`config.mk`:
```
export PLATFORM = sky130hd
export DESIGN_NAME = conv_enc_framer
export DESIGN_NICKNAME = d
export VERILOG_FILES = /design/src/rtl/conv_enc_framer.sv
export SDC_FILE = /design/constraint.sdc
export NUM_CORES = 1
export LEC_CHECK = 0
export BUFFER_PORTS_ARGS = -buffer_cell sky130_fd_sc_hd__clkbuf_2
export CAP_MARGIN = 20
export CORE_UTILIZATION = 30
export CTS_CLUSTER_DIAMETER = 50
export DETAILED_ROUTE_END_ITERATION = 7
export SYNTH_ARGS = -nofsm -noshare
export SYNTH_HDL_FRONTEND = slang
export SYNTH_SLANG_ARGS = --single-unit
```
`constraint.sdc`:
```
create_clock -name clk -period 1.2 [get_ports clk]
set_input_delay 0.12 -clock clk [delete_from_list [all_inputs] [get_ports clk]]
set_output_delay 0.12 -clock clk [all_outputs]
set_load 0.005 [all_outputs]
```
`src/rtl/conv_enc_framer.sv`:
```
// Rate-1/2 convolutional encoder and packet framer. Each accepted word is encoded in
// one cycle, optionally masked, and followed by zero-tail words when a frame is terminated.
module conv_enc_framer #(
    parameter int           DATA_W      = 8,
    parameter int           K           = 3,
    parameter logic [K-1:0] G1          = 3'b111,
    parameter logic [K-1:0] G0          = 3'b101,
    parameter int           FLUSH_WORDS = 2
) (
    input  logic                  clk,
    input  logic                  rst_n,
    input  logic                  in_valid_i,
    output logic                  in_ready_o,
    input  logic [DATA_W-1:0]     data_i,
    input  logic                  last_i,
    input  logic                  term_mode_i,
    input  logic [2*DATA_W-1:0]   err_mask_i,
    output logic [2*DATA_W-1:0]   enc_data_o,
    output logic                  enc_valid_o,
    input  logic                  dec_busy_i,
    output logic                  flushing_o
);

    localparam int CNT_W = (FLUSH_WORDS > 0) ? $clog2(FLUSH_WORDS + 1) : 1;

    typedef enum logic {
        IDLE  = 1'b0,
        FLUSH = 1'b1
    } state_t;

    state_t              state_reg;
    state_t              state_next;
    logic [CNT_W-1:0]    cnt_reg;
    logic [CNT_W-1:0]    cnt_next;
    logic [K-2:0]        enc_state_reg;
    logic [2*DATA_W-1:0] enc_data_reg;
    logic                enc_valid_reg;

    logic                out_free;
    logic                accept;
    logic                load;
    logic [DATA_W-1:0]   enc_in;
    logic [2*DATA_W-1:0] mask;
    logic [2*DATA_W-1:0] sym;
    logic [K-2:0]        enc_state_next;

    // Output slot is free when empty or when its packet leaves this cycle.
    assign out_free    = !enc_valid_reg || !dec_busy_i;
    assign in_ready_o  = rst_n && (state_reg == IDLE) && out_free;
    assign accept      = in_valid_i && in_ready_o;
    assign flushing_o  = rst_n && (state_reg == FLUSH);
    assign enc_data_o  = enc_data_reg;
    assign enc_valid_o = enc_valid_reg;

    // Unrolled trellis: stage gi encodes bit DATA_W-1-gi, so the MSB goes first.
    genvar gi;
    generate
        for (gi = 0; gi < DATA_W; gi++) begin : g_bit
            localparam int BI = DATA_W - 1 - gi;
            logic [K-2:0] st_in;
            logic [K-2:0] st_out;
            logic [K-1:0] taps;

            if (gi == 0) begin : g_first
                assign st_in = enc_state_reg;
            end else begin : g_chain
                assign st_in = g_bit[gi-1].st_out;
            end

            assign taps          = {enc_in[BI], st_in};
            assign sym[2*BI+1]   = ^(G1 & taps);
            assign sym[2*BI]     = ^(G0 & taps);
            assign st_out        = taps[K-1:1];
        end
    endgenerate

    assign enc_state_next = g_bit[DATA_W-1].st_out;

    always_comb begin
        state_next = state_reg;
        cnt_next   = cnt_reg;
        load       = 1'b0;
        enc_in     = data_i;
        mask       = err_mask_i;
        case (state_reg)
            IDLE: begin
                if (accept) begin
                    load = 1'b1;
                    if (last_i && term_mode_i && (FLUSH_WORDS > 0)) begin
                        state_next = FLUSH;
                        cnt_next   = CNT_W'(FLUSH_WORDS);
                    end
                end
            end
            FLUSH: begin
                // Tail words are unmasked zeros that drive the encoder back to state 0.
                enc_in = '0;
                mask   = '0;
                if (out_free) begin
                    load     = 1'b1;
                    cnt_next = cnt_reg - 1'b1;
                    if (cnt_reg == CNT_W'(1)) begin
                        state_next = IDLE;
                    end
                end
            end
            default: begin
                state_next = IDLE;
            end
        endcase
    end

    always_ff @(posedge clk) begin
        if (!rst_n) begin
            state_reg     <= IDLE;
            cnt_reg       <= '0;
            enc_state_reg <= '0;
            enc_data_reg  <= '0;
            enc_valid_reg <= 1'b0;
        end else begin
            state_reg <= state_next;
            cnt_reg   <= cnt_next;
            if (load) begin
                enc_data_reg  <= sym ^ mask;
                enc_valid_reg <= 1'b1;
                enc_state_reg <= enc_state_next;
            end else if (!dec_busy_i) begin
                enc_valid_reg <= 1'b0;
            end
        end
    end

endmodule

```
# --- Yosys cells after proc, flatten, opt, wreduce, memory -nomap -nowiden ---
# Cells that the tools add are included.
word_totals:
  reg_bits: 22
  word_cells: 54
  output_inout_bits: 19
  mem_count: 0
  ram_bits: 0
  inputBits: 30
  rom_bits: 0
  latchBits: 0
op_classes:
  muxes: 16
  n_reduce_logical: 25
  div_mod_pow: 0
  shift: 0
  magnitude_cmp: 0
  n_bitwise: 2
  addsub: 1
  n_mul: 0
  n_eq_ne: 5
ops:
  columns: ["operator", "n"]
  rows:
  - ["3-bit XOR reduction", 16]
  - ["16-bit two-way mux", 1]
  - ["16-bit XOR", 1]
  - ["1-bit two-way mux", 8]
  - ["8-bit two-way mux", 1]
  - ["2-bit two-way mux", 3]
  - ["2-bit by 1-bit != test with 1-bit output, second input constant", 3]
  - ["1-bit logical AND", 5]
  - ["1-bit case mux with 2 select lines", 2]
  - ["2-bit case mux with 2 select lines", 1]
  - ["3-bit AND reduction", 1]
  - ["2-bit by 1-bit equality test with 1-bit output, second input constant", 1]
  - ["1-bit zero test", 2]
  - ["2-bit != test, second input constant", 1]
  - ["2-bit by 1-bit subtractor with 2-bit output, second input constant", 1]
  - ["1-bit logical OR", 1]
  - ["1-bit inverter", 1]

# --- Longest topological paths before layout ---
logic_depth:
  ltp_word: 7
  depth_mapped: 6
  ltp_nobuf: 4

# --- Worst setup path before layout ---
# OpenSTA, ideal clock, no wires.
synth_timing:
  kind: "reg-to-reg"
  startpoint: "reg enc_valid_reg, in the netlist enc_valid_o"
  endpoint: "reg enc_data_reg[0], in the netlist enc_data_o[0]"
  required_ns: 1.072
  path_stages_with_launch: 7
  synth_period_minus_slack_ns: 1.334
  setup_time_ns: 0.128
  arrival_time_ns: 1.206
  n_path_buf: 2
  slack_ns: -0.134
  path_cell_list: "dfxtp_1 -> and2_0 -> or2_1 -> buf_6 -> buf_6 -> a22oi_1 -> nor2_1"
synth_via:
  elab_chain_cells: 6
  elab_cells_between_ends: 7
  cone_classes: "mux (3); reduce/logical (4)"
synth_rtl:
  columns: ["item", "line", "source"]
  rows:
  - ["start: declaration", "37", "logic enc_valid_reg;"]
  - ["start signal: assignment", "119", "enc_valid_reg <= 1'b0;"]
  - ["start signal: assignment", "125", "enc_valid_reg <= 1'b1;"]
  - ["start signal: assignment", "128", "enc_valid_reg <= 1'b0;"]
  - ["1-bit zero test *", "48", "assign out_free = !enc_valid_reg || !dec_busy_i;"]
  - ["1-bit logical OR *", "48", null]
  - ["1-bit logical AND", "49", "assign in_ready_o = rst_n && (state_reg == IDLE) && out_free;"]
  - ["1-bit logical AND", "50", "assign accept = in_valid_i && in_ready_o;"]
  - ["1-bit two-way mux", "87", "if (accept) begin"]
  - ["1-bit case mux with 2 select lines *", "85", "case (state_reg)"]
  - ["end signal: assignment", "124", "enc_data_reg <= sym ^ mask;"]
  - ["end: declaration", "36", "logic [2*DATA_W-1:0] enc_data_reg;"]
# Every way passes the cells marked *; elsewhere a longest branch is shown, timed or not.
# A chain may end at the register's enable or synchronous reset.

# --- Worst setup path in the final report ---
layout_timing:
  startpoint: "reg enc_valid_reg, in the netlist enc_valid_o"
  endpoint: "reg enc_data_reg[9], in the netlist enc_data_o[9]"
# The elaborated chain is that of the path after synthesis.

==> impl_metrics.ini <==
[run_status]
status = complete, no violations

[synth]
synth-async-reset-ratio = 0
synth-adder-area-share = 0.0106
synth_compound_area_frac = 0.185
synth-seq-cells = 22
synthFlopType = dfxtp_1
synth-edff-count = 0
synth.distinct_cells = 31
yosysWarningCount = 0
synthMuxAreaShare = 0
synthSimpleGateAreaFrac = 0.121
synthesis.nets = 158
avgSynthCellArea_um2 = 9.27
synth_top_family_by_area = XOR/XNOR gates
synth_xor_area_frac = 0.265
syn_area_mm2 = 0.00118
yosysSeqAreaShare = 0.374
postSynthCellCount = 127

[die]
row_count = 22
dieWidth_um = 64.6
ioPinCount = 49
die_y_um = 64.6
dieArea_mm2 = 0.00418
core_area_mm2 = 0.00372
initial_core_util = 0.317

[grt]
gr-total-overflow = 0
first_global_vias = 976
grt_max_degree = 19
antenna_found_initial = 0
grt_pass1_wl_um = 4310
grt.total_usage = 0.136

[route]
drc = 0
wl_um = 2830
drt_pass1_iterations = 4
vias = 1086
drt-wirelength-per-cell_um = 12.1
ant_nets = 0
via_per_inst = 4.64
drtIter0Drc = 66

[cts]
clk_path_buf_depth = 2
clk_pin_slew_ps = 80
cts_sinks = 22
root_buffer = clkbuf_8
htree_levels = 1
clk_latency_ps = 260
cts_tree = yes
cts_inserted_buffers = 3
cts_hold_buf = 0

[setup_path]
crit_end = enc_data_o[9]$_SDFFE_PN0P_
end_kind = flop
r2r_start = enc_valid_o$_SDFFE_PN0P_
r2r_cells = 5
timing.rr.end = enc_data_o[9]$_SDFFE_PN0P_
path_class = flop to flop
ff2ff_setup_slack_ps = 0.7
critPathLaunchType = flop
crit_start = enc_valid_o$_SDFFE_PN0P_
worstPathMaxFanout = 11
cp_data_required_time_ps = 1350
cp.arrival_ps = 1350

[power_and_ir_drop]
combPwrFrac = 0.310
vdd_drop_max_mv = 0.509
power_density_mw_per_mm2 = 1160
pwr-share-seq = 0.424
clkPwrFrac = 0.266
swShare = 0.283
p_leak_nw = 0.733
p_int_mw = 1.42
netSwitchingPower_mw = 0.558

[place]
dp_cells = 228
portBuffers = 48
postPlaceCellArea_mm2 = 0.00158
finalWeightedCongestion = 0.767
dp_hpwl_um = 2160

[timing]
drv_slew = 0
maxSlewHeadroom = 0.807
period_needed_ps = 1200
setup_viol = 0
rsz0062_at_grt = true
tightest_slew_ps = 289
finalHoldViolCount = 0
fin_skew_ps = 5.12
period_share = 0.999
fmax_ghz = 0.834

[layout]
num-nets-final = 218
fin_cells = 234
layout_commonest_cell = clkbuf_2
diodes = 0
largest_reg_flops = 16
syn_to_final_growth_pct = 44.3
mostFrequentLayoutCells = clkbuf_2 (48), xnor2_1 (25), nor2_1 (20), dfxtp_1 (20), a22oi_2 (11)
drive_gt1_frac = 0.462
design_area_mm2 = 0.00170

[min_path]
hp-class = input port to flop

[job]
drv_cap = 0
-- through the flow --
stage	setup slack, ps	power [mW]	util	TNS (ps)	hold slack, ps
floorplan	-45.5	1.21	-	-366	258
global placement	-3.09	1.42	0.426	-4.27	461
detailed placement	-27.6	1.43	0.426	-77.4	466
CTS	-8.63	1.98	0.449	-8.63	192
global route	-56.1	2.10	0.457	-431	207
finish	0.698	1.97	0.457	0	188
-- worst max-delay path, cell delays in order, from the launching register on --
cell and delay, ps:
dfxtp_2 320, and2_4 150, or2_4 240, buf_12 150
a22oi_2 170, nor2_1 50
-- kinds of logic (layout without fill, tap and decap cells) --
group / count (synthesis) / in the layout
xor+xnor: 34 / 34
simple gates: 32 / 32
buf+inv: 9 / 68
compound gates: 29 / 29
flops: 22 / 22
fa+ha+maj: 1 / 1
-- cell usage after synthesis (2+ instances only) --
cell	n	area, um^2
a21oi_1	5	25.0
a22oi_1	8	60.1
a22oi_2	3	37.5
a32oi_1	2	17.5
buf_2	2	10.0
buf_6	2	22.5
clkbuf_1	2	7.51
dfxtp_1	22	440
nand2_1	3	11.3
nor2_1	20	75.1
nor3_1	2	10.0
o21ai_0	6	30.0
xnor2_1	25	219
xor2_1	8	70.1
-- per-layer routing --
layer	track usage	part of all wire	vias to the layer above
li1	-	-	554
met1	0.163	0.45	504
met2	0.245	0.49	28
met3	0.0246	0.053	0
met4	0.0417	0	0
met5	0	0	-
-- power groups by stage --
stage / clock, mW / combinational, mW / sequential (mW)
floorplan: 0 / 0.359 / 0.855
global placement: 0 / 0.570 / 0.853
detailed placement: 0 / 0.573 / 0.854
CTS: 0.544 / 0.598 / 0.838
global route: 0.581 / 0.669 / 0.848
finish: 0.525 / 0.612 / 0.837
-- layout make-up --
| type | count | area [um^2] |
|---|---|---|
| inverters | 2 | 7.51 |
| well taps | 48 | 60.1 |
| clock buffers | 4 | 55.1 |
| multi-input cells | 96 | 748 |
| flip-flops and latches | 22 | 443 |
| repair buffers | 62 | 385 |
| fillers | 371 | 2020 |
-- how the worst min path moves through the flow --
stage,startpoint,to,slack (ps),depth (start not counted)
after floorplan,rst_n,enc_data_o[12]$_SDFFE_PN0P_,260,2
after global placement,dec_busy_i,enc_valid_o$_SDFFE_PN0P_,460,3
after detailed placement,rst_n,enc_data_o[15]$_SDFFE_PN0P_,470,3
after CTS,dec_busy_i,enc_valid_o$_SDFFE_PN0P_,190,3
after global routing,rst_n,enc_data_o[15]$_SDFFE_PN0P_,210,3
final,dec_busy_i,enc_valid_o$_SDFFE_PN0P_,190,3
-- what timing repair did --
action	4_1_cts	5_1_grt
resized for setup	8	7
cloned	0	1
setup endpoints to repair	9	18
setup buffers	0	1
pin swaps	0	4
endpoints found under the hold margin	0	0
No activity file was read; power rests on OpenSTA's default activity.
